### src/rtl/mult_arbiter_pkg.sv
// Shared constants and helpers for the shared-multiplier arbiter.
package mult_arbiter_pkg;

    // Operand and result width.
    localparam int unsigned DataW = 16;
    // Fractional bits dropped from the full product (Q0.16 coefficient).
    localparam int unsigned FracW = 16;

    // Width of a requester index; at least one bit.
    function automatic int unsigned tag_width(int unsigned n);
        return (n > 1) ? $clog2(n) : 1;
    endfunction

endpackage

### src/rtl/mult_arbiter_if.sv
// Requester-side bundle: requests and operands in, grants and results out.
interface mult_arbiter_if #(
    parameter int unsigned NREQ = 3
);
    logic [NREQ-1:0]    req;
    logic [NREQ*16-1:0] op_a;
    logic [NREQ*16-1:0] op_b;
    logic [NREQ-1:0]    gnt;
    logic [NREQ-1:0]    rsp_valid;
    logic [15:0]        rsp_data;
    logic               busy;

    modport master (
        output req, op_a, op_b,
        input  gnt, rsp_valid, rsp_data, busy
    );

    modport slave (
        input  req, op_a, op_b,
        output gnt, rsp_valid, rsp_data, busy
    );
endinterface

### src/rtl/mult_arbiter_mult_pipe.sv
// Registered signed-by-unsigned multiplier, LAT stages, no reset on data.
// Stage 0 holds the operands, later stages hold the scaled product; with
// LAT=2 this is the input-register/output-register shape of an SB_MAC16.
module mult_pipe
    import mult_arbiter_pkg::*;
#(
    parameter int unsigned LAT = 2
) (
    input  logic             clk_i,
    input  logic [LAT-1:0]   en_i,
    input  logic [DataW-1:0] a_i,
    input  logic [DataW-1:0] b_i,
    output logic [DataW-1:0] y_o
);

    logic [DataW-1:0]   a_q, a_d, b_q, b_d;
    logic signed [2*DataW:0] prod;
    logic [DataW-1:0]   prod_frac;
    logic               unused_prod_bits;

    // Operand capture only on an issue so the last result stays put.
    always_comb begin
        a_d = en_i[0] ? a_i : a_q;
        b_d = en_i[0] ? b_i : b_q;
    end

    // Operand registers.
    always_ff @(posedge clk_i) begin
        a_q <= a_d;
        b_q <= b_d;
    end

    // Sign-extend a, zero-extend b; top bits of the slice cannot overflow.
    always_comb begin
        prod = $signed({{(DataW + 1){a_q[DataW-1]}}, a_q})
             * $signed({{(DataW + 1){1'b0}}, b_q});
        prod_frac = prod[FracW+DataW-1:FracW];
        unused_prod_bits = ^{prod[2*DataW], prod[FracW-1:0]};
    end

    if (LAT == 1) begin : g_comb_out
        assign y_o = prod_frac;
    end else begin : g_res
        logic [LAT-2:0][DataW-1:0] res_q, res_d;

        // Each result stage advances only when its incoming slot is valid.
        always_comb begin
            res_d[0] = en_i[1] ? prod_frac : res_q[0];
            for (int unsigned j = 1; j < LAT - 1; j++) begin
                res_d[j] = en_i[j+1] ? res_q[j-1] : res_q[j];
            end
        end

        // Product pipeline registers.
        always_ff @(posedge clk_i) begin
            res_q <= res_d;
        end

        assign y_o = res_q[LAT-2];
    end

endmodule

### src/rtl/mult_arbiter.sv
// Round-robin arbiter sharing one pipelined multiplier among NREQ clients.
module mult_arbiter
    import mult_arbiter_pkg::*;
#(
    parameter int unsigned NREQ = 3,
    parameter int unsigned LAT  = 2
) (
    input  logic          clk,
    input  logic          rst_n,
    mult_arbiter_if.slave bus
);

    localparam int unsigned TagW = tag_width(NREQ);

    logic [TagW-1:0]           ptr_q, ptr_d;
    logic [NREQ-1:0]           gnt;
    logic                      issue;
    logic [TagW-1:0]           gnt_idx;
    logic [LAT-1:0]            vld_q, vld_d;
    logic [LAT-1:0][TagW-1:0]  tag_q, tag_d;
    logic                      seen_q, seen_d;
    logic [LAT-1:0]            pipe_en;
    logic [DataW-1:0]          a_sel, b_sel, pipe_y;

    // Pick the first requester at or above ptr, wrapping around.
    always_comb begin
        int unsigned idx;
        issue   = 1'b0;
        gnt_idx = '0;
        idx     = 0;
        for (int unsigned k = 0; k < NREQ; k++) begin
            idx = 32'(ptr_q) + k;
            if (idx >= NREQ) idx = idx - NREQ;
            if (!issue && bus.req[idx[TagW-1:0]]) begin
                issue   = 1'b1;
                gnt_idx = idx[TagW-1:0];
            end
        end
        gnt   = issue ? (NREQ'(1) << gnt_idx) : '0;
        a_sel = bus.op_a[DataW*int'(gnt_idx) +: DataW];
        b_sel = bus.op_b[DataW*int'(gnt_idx) +: DataW];
    end

    // Next pointer, tag/valid shift and pipeline stage enables.
    always_comb begin
        ptr_d = ptr_q;
        if (issue) begin
            ptr_d = (gnt_idx == TagW'(NREQ - 1)) ? '0 : gnt_idx + 1'b1;
        end
        vld_d      = '0;
        tag_d      = '0;
        pipe_en    = '0;
        vld_d[0]   = issue;
        tag_d[0]   = gnt_idx;
        pipe_en[0] = issue;
        for (int unsigned k = 1; k < LAT; k++) begin
            vld_d[k]   = vld_q[k-1];
            tag_d[k]   = tag_q[k-1];
            pipe_en[k] = vld_q[k-1];
        end
        seen_d = seen_q | vld_q[LAT-1];
    end

    // Control state; reset drops every in-flight tag and rewinds the pointer.
    always_ff @(posedge clk) begin
        if (!rst_n) begin
            ptr_q  <= '0;
            vld_q  <= '0;
            tag_q  <= '0;
            seen_q <= 1'b0;
        end else begin
            ptr_q  <= ptr_d;
            vld_q  <= vld_d;
            tag_q  <= tag_d;
            seen_q <= seen_d;
        end
    end

    mult_pipe #(
        .LAT (LAT)
    ) u_mult_pipe (
        .clk_i (clk),
        .en_i  (pipe_en),
        .a_i   (a_sel),
        .b_i   (b_sel),
        .y_o   (pipe_y)
    );

    // Response demux; data reads zero until the first result after reset.
    always_comb begin
        bus.gnt       = gnt;
        bus.rsp_valid = vld_q[LAT-1] ? (NREQ'(1) << tag_q[LAT-1]) : '0;
        bus.rsp_data  = (seen_q || vld_q[LAT-1]) ? pipe_y : '0;
        bus.busy      = |vld_q;
    end

endmodule

### src/flat_wrapper.sv
// flat-port wrapper written by rule: the top's interface ports become plain ports
module mult_arbiter_flat import mult_arbiter_pkg::*;
#(
    parameter int unsigned NREQ = 3,
    parameter int unsigned LAT  = 2
)
  (clk, rst_n, bus_req, bus_op_a, bus_op_b, bus_gnt, bus_rsp_valid, bus_rsp_data, bus_busy);
  mult_arbiter_if #(.NREQ(NREQ)) bus_i ();
  input  logic clk;
  input  logic rst_n;
  input wire logic [$bits(bus_i.req)-1:0] bus_req;
  input wire logic [$bits(bus_i.op_a)-1:0] bus_op_a;
  input wire logic [$bits(bus_i.op_b)-1:0] bus_op_b;
  output wire logic [$bits(bus_i.gnt)-1:0] bus_gnt;
  output wire logic [$bits(bus_i.rsp_valid)-1:0] bus_rsp_valid;
  output wire logic [$bits(bus_i.rsp_data)-1:0] bus_rsp_data;
  output wire logic [$bits(bus_i.busy)-1:0] bus_busy;
  assign bus_i.req = bus_req;
  assign bus_i.op_a = bus_op_a;
  assign bus_i.op_b = bus_op_b;
  assign bus_gnt = bus_i.gnt;
  assign bus_rsp_valid = bus_i.rsp_valid;
  assign bus_rsp_data = bus_i.rsp_data;
  assign bus_busy = bus_i.busy;
  mult_arbiter #(.NREQ(NREQ), .LAT(LAT)) u_core (.clk(clk), .rst_n(rst_n), .bus(bus_i));
endmodule
### config.mk
export PLATFORM = sky130hd
export DESIGN_NAME = mult_arbiter_flat
export DESIGN_NICKNAME = d
export VERILOG_FILES = /design/src/rtl/mult_arbiter_pkg.sv /design/src/rtl/mult_arbiter_if.sv /design/src/rtl/mult_arbiter_mult_pipe.sv /design/src/rtl/mult_arbiter.sv /design/src/flat_wrapper.sv
export SDC_FILE = /design/constraint.sdc
export NUM_CORES = 1
export LEC_CHECK = 0
export ABC_AREA = 1
export CAP_MARGIN = 20
export CORE_MARGIN = 4
export CORE_UTILIZATION = 61
export CTS_BUF_LIST = sky130_fd_sc_hd__clkbuf_4 sky130_fd_sc_hd__clkbuf_8
export DETAILED_ROUTE_END_ITERATION = 8
export PLACE_DENSITY_LB_ADDON = 0.15
export SLEW_MARGIN = 20
export SYNTH_ARGS = -nofsm -noshare
export SYNTH_HDL_FRONTEND = slang
export SYNTH_SLANG_ARGS = --single-unit
### constraint.sdc
create_clock -name clk -period 7.1 [get_ports clk]
set_clock_uncertainty 0.2 [all_clocks]
set_input_delay 1.065 -clock clk [delete_from_list [all_inputs] [get_ports clk]]
set_output_delay 1.065 -clock clk [all_outputs]
set_load 0.005 [all_outputs]
==> results.ini <==
[min_path]
hp-class=flop to flop
whs_endpoint=u_core.tag_q[2]
timing.hold.worst.start=u_core.tag_d[2]
hold_depth=2

[clocking]
cts_buffer_depth=2
clock-root-buffer=clkbuf_8
h-tree-depth=3
postCtsHoldBufs=0
post-cts-setup-buffers=0
clock_latency_ps=350
cts_tree=done
clkSinkCount=57
post_cts_resize_count=0
cts.clk_slew.worst_paths_ps=80
cts_inserted_buffers=9

[placed_design]
port_buffers=123
gp_congestion=0.920
post-dp-hpwl_um=24800
placed_cells=1971

[detailed_routing]
post-route-drc-count=0
drt_wl_total_um=30200
per_cell_via_count_in_the_routed_design=5.11
routed_wirelength_normalized_by_instance_count_um=15.2
first_pass_iters=5
vias=10200
violation_count_after_the_first_detailed_routing_iteration=640
route.antenna.remaining_nets=0

[critical_path]
timing.setup.critical_path_class=flop to flop
critical_path.max_fanout=16
worst-r2r-cell-count=20
cp_slowest_stage_delay_ps=900
worst_r2r_endpoint=u_core.u_mult_pipe.y_o[1]
worstPathArrival_ps=6210
cp-start-kind=flop
reg2reg_setup_slack_ps=820
timing.rr.start=u_core.u_mult_pipe.a_q[7]
setup.worst_path.end_class=flop
timing.critical_path.cells=nand2_1, fa_1, inv_1, fa_1, inv_1, fa_1, inv_1, fa_1, fa_1, inv_1, fa_1, inv_1, ha_1, nand2_1, nor2_1, inv_1, nor3_1, nand2_1, nand2_1, xor2_1
critical_path_required_ps=7030
critical-path-slowest-cell=edfxtp_1

[floorplanning]
die_area_um2=22200
die_width_um=149
floorplan.core_area_um2=19500
floorplan.io_pins=124
placement_row_count=51
initial_core_util=0.622
die_h_um=149

[synthesis]
avgSynthCellArea_um2=7.37
synth.yosys.seq_area_share=0.134
yosysTopAreaCell=fa_1
post_synth_instance_area_um2=12100
synth_cell_type_count=30
post-synth-top-area-fraction=0.319
synth.net_count=2054
synth_warnings=0
synthesis.instances=1644
synth_seq_cells=57
ys_top_cells_by_area=fa_1 (32%), inv_1 (15%), nand2_1 (15%)

[finish]
antennaDiodeCount=0
synthToLayoutAreaGrowth_pct=12.4
final_layout_size_suffix_gt1_frac=0.0221
final-instance-count-excl-fill=1987
fill_cells=1660
final_core_util=0.699
finish.net_count=2127

[timing]
fmax_mhz=159
setup-tns-final_ps=0
slew_headroom=0.435
final_hold_viols=0
rsz0062_at_grt=no
setup_viol=0
maxSlewViolCount=0
final.period_utilization=0.885
slew_at_the_pin_closest_to_its_max_slew_limit_ps=848
post-route-min-period_ps=6280

[run_status]
status=completed

[global_routing]
grt_first_pass_wirelength_um=51400
global_route.usage.total=0.290
maximum_number_of_pins_on_one_net_before_global_route_repair=37
first_global_vias=10800
initial_antenna_violation_count=0
grt-ovfl-total=0

[job]
max_cap_viols=0

-- stage by stage --
step	hold WS [ps]	area [um2]	setup WS [ps]
2_1_floorplan	186	12100	1550
3_3_place_gp	203	13400	972
3_5_place_dp	213	13400	960
4_1_cts	212	13600	898
5_1_grt	233	13600	548
6_report	210	13600	816
-- critical path, delay by kind of cell (launching register included) --
| kind | cells | cell delay [ps] |
|---|---|---|
| xor gates and xnor gates | 1 | 330 |
| and+or+nand+nor | 6 | 830 |
| buffers and inverters | 6 | 370 |
| DFF | 1 | 900 |
| adders and majority gates | 7 | 3440 |
-- sequential cells by signal, indices dropped and copies added (netlist names) --
| name | flops |
|---|---|
| u_core.u_mult_pipe.a_q | 16 |
| u_core.u_mult_pipe.y_o | 16 |
| u_core.tag_d | 2 |
| u_core.seen_q | 1 |
| u_core.u_mult_pipe.b_q | 16 |
| u_core.tag_q | 2 |
| u_core.ptr_q | 2 |
| u_core.vld_q | 2 |
-- kinds of logic (layout without fill, tap and decap cells) --
group | count (synthesis) | after routing | share of synthesized area
adders and majority gates | 309 | 309 | 0.439
and+or+nand+nor | 611 | 611 | 0.201
AOI/OAI and AO/OA | 101 | 101 | 0.0430
buffers and inverters | 558 | 636 | 0.178
DFF | 57 | 57 | 0.134
xor gates and xnor gates | 8 | 8 | 0.00579
-- layout by cell type (no fill, tap or decap), drive strengths merged --
cell / instances
inv: 494
nand2: 472
fa: 193
clkdlybuf4s50: 123
ha: 116
nor2: 76
o21ai: 57
edfxtp: 48
nand3: 38
a21oi: 37
nor3: 12
clkbuf: 10
or2: 9
dfxtp: 9
xor2: 5
a21o: 4
nand4: 3
xnor2: 3
clkinv: 3
buf: 3
a31oi: 2
bufinv: 2
o21bai: 1
nor3b: 1
clkinvlp: 1
-- worst max-delay path by stage --
stage                     slack, ps                       from  cells after the start                          to
after global routing            550  u_core.u_mult_pipe.a_q[7]                     21  u_core.u_mult_pipe.y_o[11]
after CTS                       900  u_core.u_mult_pipe.a_q[7]                     20   u_core.u_mult_pipe.y_o[1]
after floorplan                1550  u_core.u_mult_pipe.b_q[7]                     23  u_core.u_mult_pipe.y_o[11]
after detailed placement        960  u_core.u_mult_pipe.a_q[7]                     21  u_core.u_mult_pipe.y_o[12]
final                           820  u_core.u_mult_pipe.a_q[7]                     20   u_core.u_mult_pipe.y_o[1]
after global placement          970  u_core.u_mult_pipe.a_q[7]                     20   u_core.u_mult_pipe.y_o[9]
-- cells in the mapped netlist --
| cell type | n |
|---|---|
| nand3_2 | 1 |
| nand2_4 | 2 |
| buf_4 | 3 |
| edfxtp_1 | 48 |
| nand2_1 | 469 |
| nand3_1 | 37 |
| nor2_8 | 1 |
| nand2_2 | 1 |
| o21bai_1 | 1 |
| nor3b_1 | 1 |
| a21oi_1 | 37 |
| buf_1 | 1 |
| dfxtp_1 | 9 |
| or2_2 | 9 |
| inv_2 | 4 |
| inv_1 | 490 |
| xnor2_1 | 3 |
| ha_1 | 116 |
| o21ai_0 | 49 |
| buf_2 | 2 |
| o21ai_1 | 8 |
| nand4_1 | 3 |
| clkbuf_1 | 52 |
| fa_1 | 193 |
| nor3_1 | 12 |
| a21o_1 | 4 |
| a31oi_1 | 2 |
| nor2_1 | 75 |
| buf_6 | 6 |
| xor2_1 | 5 |
-- metal layers --
metal | wire [um] | global-route usage
met3 | 2260 | 0.0416
met1 | 12200 | 0.373
met4 | 902 | 0.105
met2 | 14800 | 0.501
met5 | 0 | 0
-- layout make-up --
type                       count  area, um2  area share
clock buffer                  10        131     0.00965
clock inverter                 6       82.6     0.00607
inverter                     494       1850       0.136
multi-input combinational   1029       8340       0.612
sequential                    57       1620       0.119
tap                          265        332      0.0244
timing repair buffer         126       1250      0.0921
Power is not shown: default switching activity piles up to over one toggle a cycle in this logic, so the estimate is an artifact.
